## src/rtl/uart_frame_scheduler.sv

```systemverilog
// Frames captured I2C bytes and heartbeat counters onto a byte-wide UART.
// Capture bytes queue in a FIFO; an FSM alternates capture and heartbeat frames.
module uart_frame_scheduler #(
  parameter int         FIFO_DEPTH = 16,
  parameter logic [7:0] HDR_CAP    = 8'hA5,
  parameter logic [7:0] HDR_HB     = 8'h5A
) (
  input  logic                                clk,
  input  logic                                rst,
  input  logic                                in_valid,
  input  logic [7:0]                          in_data,
  input  logic                                in_last,
  input  logic                                hb_req,
  input  logic                                tx_busy,
  input  logic                                uart_tx_done,
  output logic                                uart_tx_en,
  output logic [7:0]                          uart_tx_data,
  output logic [7:0]                          drop_cnt,
  output logic [$clog2(FIFO_DEPTH+1)-1:0]     fifo_level,
  output logic                                busy
);

  localparam int AW = $clog2(FIFO_DEPTH);
  localparam int LW = $clog2(FIFO_DEPTH + 1);
  localparam logic [LW-1:0] LVL_FULL = LW'(FIFO_DEPTH);
  localparam logic [LW-1:0] LVL_DATA = LW'(FIFO_DEPTH - 1);
  localparam logic [AW-1:0] PTR_LAST = AW'(FIFO_DEPTH - 1);

  typedef enum logic [2:0] {S_IDLE, S_ARB, S_LOAD, S_SEND, S_GAP} state_t;
  typedef enum logic [1:0] {PH_HDR, PH_PAYLOAD, PH_CSUM, PH_CNT} phase_t;

  state_t          state, state_nxt;
  phase_t          phase, phase_nxt;

  logic [8:0]      mem [FIFO_DEPTH];
  logic [AW-1:0]   wr_ptr, rd_ptr;
  logic [LW-1:0]   eof_cnt;
  logic [8:0]      head;
  logic            push, pop, cap_req;

  logic            hb_pend, last_grant_hb, frame_hb, grant_hb;
  logic            loaded, load_fire, eof_sent;
  logic [7:0]      csum, load_byte;

  assign head    = mem[rd_ptr];
  assign cap_req = (eof_cnt != '0);

  // The top slot only takes a last byte, so a full FIFO always ends in a frame.
  assign push = in_valid && (in_last ? (fifo_level < LVL_FULL) : (fifo_level < LVL_DATA));

  // NOTE: payload storage carries no reset; occupancy is tracked by the pointers.
  always_ff @(posedge clk) begin
    if (push) mem[wr_ptr] <= {in_last, in_data};
  end

  // NOTE: every sequential assignment is non-blocking so all registers update together.
  always_ff @(posedge clk or posedge rst) begin
    if (rst) begin
      wr_ptr     <= '0;
      rd_ptr     <= '0;
      fifo_level <= '0;
      eof_cnt    <= '0;
      drop_cnt   <= '0;
    end else begin
      if (push) wr_ptr <= (wr_ptr == PTR_LAST) ? '0 : wr_ptr + AW'(1);
      if (pop)  rd_ptr <= (rd_ptr == PTR_LAST) ? '0 : rd_ptr + AW'(1);
      case ({push, pop})
        2'b10:   fifo_level <= fifo_level + LW'(1);
        2'b01:   fifo_level <= fifo_level - LW'(1);
        default: fifo_level <= fifo_level;
      endcase
      case ({push && in_last, pop && head[8]})
        2'b10:   eof_cnt <= eof_cnt + LW'(1);
        2'b01:   eof_cnt <= eof_cnt - LW'(1);
        default: eof_cnt <= eof_cnt;
      endcase
      if (in_valid && !push && drop_cnt != 8'hFF) drop_cnt <= drop_cnt + 8'd1;
    end
  end

  // FSM state register
  always_ff @(posedge clk or posedge rst) begin
    if (rst) begin
      state <= S_IDLE;
      phase <= PH_HDR;
    end else begin
      state <= state_nxt;
      phase <= phase_nxt;
    end
  end

  // FSM next-state logic
  always_comb begin
    // NOTE: defaults first keep every path assigned, so no latch is inferred.
    state_nxt = state;
    phase_nxt = phase;
    unique case (state)
      S_IDLE: if (cap_req || hb_pend) state_nxt = S_ARB;
      S_ARB: begin
        state_nxt = S_LOAD;
        phase_nxt = PH_HDR;
      end
      S_LOAD: if (!tx_busy) state_nxt = S_SEND;
      S_SEND: if (uart_tx_done) state_nxt = S_GAP;
      S_GAP: begin
        state_nxt = S_LOAD;
        unique case (phase)
          PH_HDR:     phase_nxt = frame_hb ? PH_CNT : PH_PAYLOAD;
          PH_PAYLOAD: if (eof_sent) phase_nxt = PH_CSUM;
          default:    state_nxt = S_IDLE;
        endcase
      end
      default: state_nxt = S_IDLE;
    endcase
  end

  // FSM outputs and per-phase byte selection
  always_comb begin
    busy      = (state != S_IDLE);
    grant_hb  = hb_pend && (!cap_req || !last_grant_hb);
    load_fire = (state == S_LOAD) && !loaded;
    pop       = load_fire && (phase == PH_PAYLOAD);
    load_byte = 8'h00;
    unique case (phase)
      PH_HDR:     load_byte = frame_hb ? HDR_HB : HDR_CAP;
      PH_PAYLOAD: load_byte = head[7:0];
      PH_CSUM:    load_byte = csum;
      PH_CNT:     load_byte = drop_cnt;
      default:    load_byte = 8'h00;
    endcase
  end

  // Frame bookkeeping and registered UART outputs; the byte is captured once per LOAD.
  always_ff @(posedge clk or posedge rst) begin
    if (rst) begin
      hb_pend       <= 1'b0;
      last_grant_hb <= 1'b1;
      frame_hb      <= 1'b0;
      loaded        <= 1'b0;
      eof_sent      <= 1'b0;
      csum          <= 8'h00;
      uart_tx_en    <= 1'b0;
      uart_tx_data  <= 8'h00;
    end else begin
      loaded     <= (state == S_LOAD);
      uart_tx_en <= (state_nxt == S_SEND);
      if (state == S_ARB && grant_hb) hb_pend <= 1'b0;
      else if (hb_req)                hb_pend <= 1'b1;
      if (state == S_ARB) begin
        frame_hb      <= grant_hb;
        last_grant_hb <= grant_hb;
        csum          <= 8'h00;
        eof_sent      <= 1'b0;
      end
      if (load_fire) begin
        uart_tx_data <= load_byte;
        if (pop) begin
          csum     <= csum ^ head[7:0];
          eof_sent <= head[8];
        end
      end
    end
  end

endmodule

```

## config.mk

```make
export PLATFORM = sky130hd
export DESIGN_NAME = uart_frame_scheduler
export DESIGN_NICKNAME = d
export VERILOG_FILES = /design/src/rtl/uart_frame_scheduler.sv
export SDC_FILE = /design/constraint.sdc
export NUM_CORES = 1
export LEC_CHECK = 0
export ABC_AREA = 1
export ABC_CLOCK_PERIOD_IN_PS = 3000
export CAP_MARGIN = 20
export CELL_PAD_IN_SITES_DETAIL_PLACEMENT = 1
export CELL_PAD_IN_SITES_GLOBAL_PLACEMENT = 1
export CORE_AREA = 2 2 146 148
export CTS_CLUSTER_SIZE = 14
export DETAILED_ROUTE_END_ITERATION = 6
export DIE_AREA = 0 0 148 150
export PLACE_DENSITY = 0.76
export SKIP_CTS_REPAIR_TIMING = 1
export SLEW_MARGIN = 20
export SYNTH_ARGS = -nofsm -noshare
export SYNTH_HDL_FRONTEND = slang
export SYNTH_SLANG_ARGS = --single-unit
```

## constraint.sdc

```tcl
create_clock -name clk -period 3 [get_ports clk]
set_input_delay 0.3 -clock clk [delete_from_list [all_inputs] [get_ports clk]]
set_output_delay 0.3 -clock clk [all_outputs]
set_load 0.02 [all_outputs]
```

==> out/summary.txt, run 1 <==
post-synthesis cell type with the largest combined area -> edfxtp_1
Worst Slack Setup Final -> 0.2353 ns
vias in the first global route -> 6862
CTS root buffer -> clkbuf_16
TritonCTS clock tree -> done
cell area after layout -> 10340 µm²
Syn Std Cell Area -> 9144 µm²
Yosys top cell area share -> 47.29%
Least-Margin Pin Slew -> 1.098 ns
post-synthesis register bit count -> 197
Diodes inserted -> 0
most frequent cell after synthesis -> nand2_1
Die Area -> 22200 µm²
maximum root-to-sink buffer count -> 2
final-report max-slew violation count -> 0
Die X-Extent -> 148 µm
synth top area cells -> edfxtp_1 (47%), dfrtp_1 (14%), nand2_1 (11%), nand3_1 (6.9%), inv_1 (6.4%)
CP Capture Type -> register
f_max -> 361.7 MHz
NumNets Final -> 1018
Pwr per Cell Area -> 777.4 nW/µm²
DRC -> 0
HPWL after DPL -> 15480 µm
first-pass detailed-route iteration total -> 4
Setup crit start kind -> register
share of cells above drive strength 1 -> 6.900%
Mapped Nets -> 977
Avg WL per Cell -> 18.18 µm
Seq. cell area -> 5653 µm²
antenna violations before repair -> 0
# H-tree levels -> 4
CTS Buf Count -> 17
top post-synthesis cells by count -> nand2_1 (276), inv_1 (155), edfxtp_1 (144)
Worst VDD drop -> 0.4098 mV
Sink Count -> 197
post-placement setup slack -> 0.1053 ns
Vert. Die Dim -> 150 µm
Top-Level Pins -> 38
Synth warnings -> 0
max incr delay on CP -> 0.45 ns
Cells after Synth -> 946
clock skew -> 0.01158 ns
# fillers -> 2379
Seq/Total Area, Yosys -> 61.81%
EDFF count, synth -> 144
Initial Utilization -> 44.19%
final hold vios -> 0
slowest CP cell -> dfrtp_2
largest net degree at the start of global routing -> 37
minimum clock period after layout -> 2.765 ns
RSZ-0062 raised after global routing -> no
Site Rows -> 53
detailed-route via count -> 6517
share of flip-flops with an asynchronous set or reset -> 26.90%
crit-path max FO -> 11
final count of negative-setup-slack endpoints -> 0
crit-path cells -> inv_4 > nor2_1 > nor2_1 > o21ai_0 > o21ai_0 > nand2_1 > nand3_1 > nand3_1 > inv_1 > ha_2 > inv_1 > fa_1 > inv_1 > nand2_1 > a21oi_1 > nor2_1 > nand2_1 > nand3_1 > xnor2_1
gr ovfl total -> 0
Hold WC Path Type -> input port to async pin
IO Port Bufs -> 37
layout overhead on the synthesized area -> 13.14%
Total GRT Usage -> 22.02%
critical path required time -> 3.32 ns
Avg Inst Size Synth -> 9.666 µm²
Yosys cell types -> 30
Routability Congestion -> 0.8573
Rel. slew slack -> 26.52%
Max Cap Violations -> 0
TNS Setup -> 0 ns
Routed Antenna Nets -> 0
ys flop type -> edfxtp_1
CP arrival -> 3.09 ns
Core ar. -> 20690 µm²
post-DR vias/cell -> 5.111
period utilisation layout -> 92.16%
status -> finished clean
first-iteration detailed-routing DRC count -> 393
wirelength, routed -> 23190 µm
clk_lat worst skew -> 0.44 ns
area of the multi-input gates -> 2620 µm²
R2R cell count -> 19
CTS clk-pin slew, worst paths -> 0.08 ns
first-pass GRT wire length -> 37090 µm
area post-placement -> 9723 µm²
Crit Path Class -> register to register
Leakage Power -> 4.574 nW
sequential cells by signal, summed over array words and instances (netlist names):
register,flops
csum,8
drop_cnt,8
eof_cnt,5
eof_sent,1
fifo_level,5
frame_hb,1
hb_pend,1
last_grant_hb,1
loaded,1
mem,144
phase,2
rd_ptr,4
state,3
uart_tx_data,8
uart_tx_en,1
wr_ptr,4
per-stage QoR:
stage / cells / total power, W / util, % / hold slack, ns
detailed placement: 1242 / 0.005779 / 46.99 / 0.4661
floorplan: 946 / 0.004986 / - / 0.3989
CTS: 1274 / 0.008080 / 49.85 / 0.2870
global route: 1275 / 0.008497 / 50.00 / 0.3243
global placement: 1242 / 0.005694 / 46.99 / 0.4583
finish: 1275 / 0.008042 / 50.00 / 0.2753
where the power goes:
part / leakage, nW / switching, W / total [W] / internal [W]
Sequential: 1.96 / 0.000235 / 0.00341 / 0.00318
Combinational: 2.33 / 0.00153 / 0.00233 / 0.000798
Clock: 0.283 / 0.00112 / 0.00230 / 0.00118
cells by family (layout without fill, tap and decap cells):
kind of cell	Yosys count	after routing	share of synthesized area, %
simple gates	457	457	20.94
fa+ha+maj	16	16	2.354
flops	197	197	61.81
compound gates	67	67	4.037
xor+xnor	13	13	1.245
buf+inv	196	250	9.620
layout by cell type (no fill, tap or decap), drive strengths merged, types with 12 or more instances in the layout:
| master | netlist | layout |
|---|---|---|
| nand3 | 127 | 127 |
| clkdlybuf4s50 | 0 | 37 |
| inv | 161 | 168 |
| edfxtp | 144 | 144 |
| clkbuf | 4 | 17 |
| a21oi | 12 | 12 |
| dfrtp | 52 | 52 |
| ha | 14 | 14 |
| nor2 | 38 | 38 |
| nand2 | 280 | 280 |
| buf | 30 | 19 |
| o21ai | 44 | 44 |
critical path: cells and delay by family, from the launching register on:
kind	cells	cell delay, ns
fa+ha+maj	2	0.57
simple gates	9	0.70
flops	1	0.45
compound gates	3	0.41
buf+inv	4	0.37
xor+xnor	1	0.14
final cells by class:
cell class / instances / share of cell area [%]
inverter: 162 / 5.902
clock buffer: 17 / 4.112
multi-input combinational: 553 / 25.33
tap: 275 / 3.326
clock inverter: 15 / 1.609
timing repair buffer: 56 / 5.080
sequential: 197 / 54.64
metal layers:
metal | track usage [%] | routed length, µm | vias to the layer above
met3 | 3.811 | 803 | 43
met5 | 0 | 0 | -
met2 | 36.67 | 11350 | 129
li1 | - | - | 3137
met1 | 29.25 | 10470 | 3208
met4 | 7.714 | 569 | 0
worst paths after layout:
kind / startpoint / endpoint / slack [ns]
min reg2reg: eof_cnt[4] / eof_cnt[4] / 0.47
max: rd_ptr[0] / eof_cnt[4] / 0.24
max reg2reg: rd_ptr[0] / eof_cnt[4] / 0.24
max in group asynchronous: rst / last_grant_hb / 2.02
min: rst / fifo_level[1] / 0.28
min in group clk: uart_tx_done / state[2] / 0.41
Power figures use the tool's default switching activity.
==> inputs of run 2 (changes only) <==
- MAX_ROUTING_LAYER: not set -> met4
- SLEW_MARGIN: 20 -> not set
==> run 2 against run 1 <==
  * Routed wire length is 0.22% lower
  * Sequential power barely moved
  * Clock power hardly changed
  * Combinational power barely moved
  * Via count barely moved
  * Sequential share of layout area shrank 0.073 points
  * Total power shrank 0.13%
  * Critical path depth unchanged
  * Non-clock buffer count increased by 2
  * First-iteration DRC count down 2.0%
  * Setup slack got worse by 0.033 ns
  * Flip-flop and latch count unchanged
==> out/summary.txt, run 2 (same netlist as run 1, synthesis figures left out) <==
status -> finished clean
post-DR vias/cell -> 5.108
Core ar. -> 20690 µm²
crit-path cells -> inv_4 > nor2_1 > nor2_1 > o21ai_0 > o21ai_0 > nand2_1 > nand3_1 > nand3_1 > inv_1 > ha_2 > inv_1 > fa_1 > inv_1 > nand2_1 > a21oi_1 > nor2_1 > nand2_1 > nand3_1 > xnor2_1
vias in the first global route -> 6853
Pwr per Cell Area -> 775.3 nW/µm²
utilization after layout -> 50.07%
TNS Setup -> 0 ns
first-pass detailed-route iteration total -> 7
Avg WL per Cell -> 18.12 µm
slowest CP cell -> dfrtp_2
max incr delay on CP -> 0.45 ns
share of cells above drive strength 1 -> 6.886%
IO Port Bufs -> 37
wirelength, routed -> 23130 µm
Hold WC Path Type -> input port to async pin
Crit Path Class -> register to register
Top-Level Pins -> 38
clk_lat worst skew -> 0.44 ns
TritonCTS clock tree -> done
maximum root-to-sink buffer count -> 2
Vert. Die Dim -> 150 µm
critical path required time -> 3.32 ns
Die X-Extent -> 148 µm
CTS clk-pin slew, worst paths -> 0.08 ns
Sink Count -> 197
Routability Congestion -> 0.8710
CTS Buf Count -> 17
layout overhead on the synthesized area -> 13.29%
leading cell type in the layout, fill and taps excluded -> nand2_1
# H-tree levels -> 4
Routed Antenna Nets -> 0
Diodes inserted -> 0
RSZ-0062 raised after global routing -> no
largest register by flop count -> mem
final count of negative-setup-slack endpoints -> 0
detailed-route via count -> 6523
Die Area -> 22200 µm²
area post-placement -> 9723 µm²
final-report max-slew violation count -> 0
Total GRT Usage -> 22.69%
Least-Margin Pin Slew -> 1.049 ns
first-pass GRT wire length -> 37140 µm
Initial Utilization -> 44.19%
HPWL after DPL -> 15480 µm
final hold vios -> 0
kind of cell adding the most delay to the critical path -> simple AND/OR/NAND/NOR gates
antenna violations before repair -> 0
Buf/Inv on CP -> 4
clock skew -> 0.009865 ns
CP Capture Type -> register
DRC -> 0
Worst VDD drop -> 0.4099 mV
Rel. slew slack -> 29.83%
Max Cap Violations -> 0
period utilisation layout -> 93.27%
NumNets Final -> 1020
minimum clock period after layout -> 2.798 ns
Site Rows -> 53
cell area after layout -> 10360 µm²
crit-path max FO -> 11
commonest cells after routing, fill and taps aside -> nand2_1 (276), inv_1 (154), edfxtp_1 (144)
f_max -> 357.4 MHz
gr ovfl total -> 0
max reg flops -> 144
Setup crit start kind -> register
CP arrival -> 3.12 ns
Leakage Power -> 4.586 nW
largest net degree at the start of global routing -> 37
first-iteration detailed-routing DRC count -> 385
CTS root buffer -> clkbuf_16
run 2: final timing paths:
path	startpoint	to	slack (ns)	depth (start not counted)
worst max-delay path	rd_ptr[0]	eof_cnt[4]	0.20	19
min in group clk	uart_tx_done	state[2]	0.41	3
worst max register to register	rd_ptr[0]	eof_cnt[4]	0.20	19
max in group asynchronous	rst	last_grant_hb	2.03	3
worst min register to register	eof_cnt[4]	eof_cnt[4]	0.47	1
worst min-delay path	rst	fifo_level[1]	0.27	2
run 2: routing by layer:
| layer | vias up | wire length, µm | global-route usage [%] |
|---|---|---|---|
| li1 | 3139 | - | - |
| met1 | 3200 | 10260 | 29.35 |
| met2 | 141 | 11460 | 36.57 |
| met3 | 43 | 868 | 3.811 |
| met4 | 0 | 544 | 7.714 |
| met5 | - | 0 | - |
run 2: worst register-to-register path, cell delays in order, from the launching register on:
cell and delay, ns:
dfrtp_2 0.45, inv_4 0.13, nor2_1 0.07, nor2_1 0.12, o21ai_0 0.16, o21ai_0 0.12
nand2_1 0.07, nand3_1 0.07, nand3_1 0.09, inv_1 0.07, ha_2 0.22, inv_1 0.08
fa_1 0.35, inv_1 0.10, nand2_1 0.06, a21oi_1 0.15, nor2_1 0.06, nand2_1 0.07
nand3_1 0.10, xnor2_1 0.14
run 2: where the power goes:
| part | leakage [nW] | internal [W] | switching (W) |
|---|---|---|---|
| Sequential | 1.96 | 0.00318 | 0.000235 |
| Combinational | 2.34 | 0.000798 | 0.00153 |
| Clock | 0.283 | 0.00118 | 0.00111 |
run 2: cell type report:
| cell class | instances | area [µm²] |
|---|---|---|
| fill | 2378 | 10330 |
| sequential | 197 | 5653 |
| multi-input combinational | 553 | 2615 |
| inverter | 162 | 610.6 |
| timing repair buffer | 58 | 544.3 |
| clock buffer | 17 | 425.4 |
| tap | 275 | 344.1 |
| clock inverter | 15 | 166.4 |
run 2: per-stage QoR:
stage / std cells / power (W) / hold slack [ns] / worst slack [ns]
after floorplan: 946 / 0.004986 / 0.3989 / 0.4696
after global placement: 1242 / 0.005694 / 0.4583 / 0.2344
after detailed placement: 1242 / 0.005779 / 0.4661 / 0.1053
after CTS: 1274 / 0.008080 / 0.2870 / 0.1425
after global routing: 1277 / 0.008498 / 0.3293 / 0.01085
final: 1277 / 0.008032 / 0.2710 / 0.2019
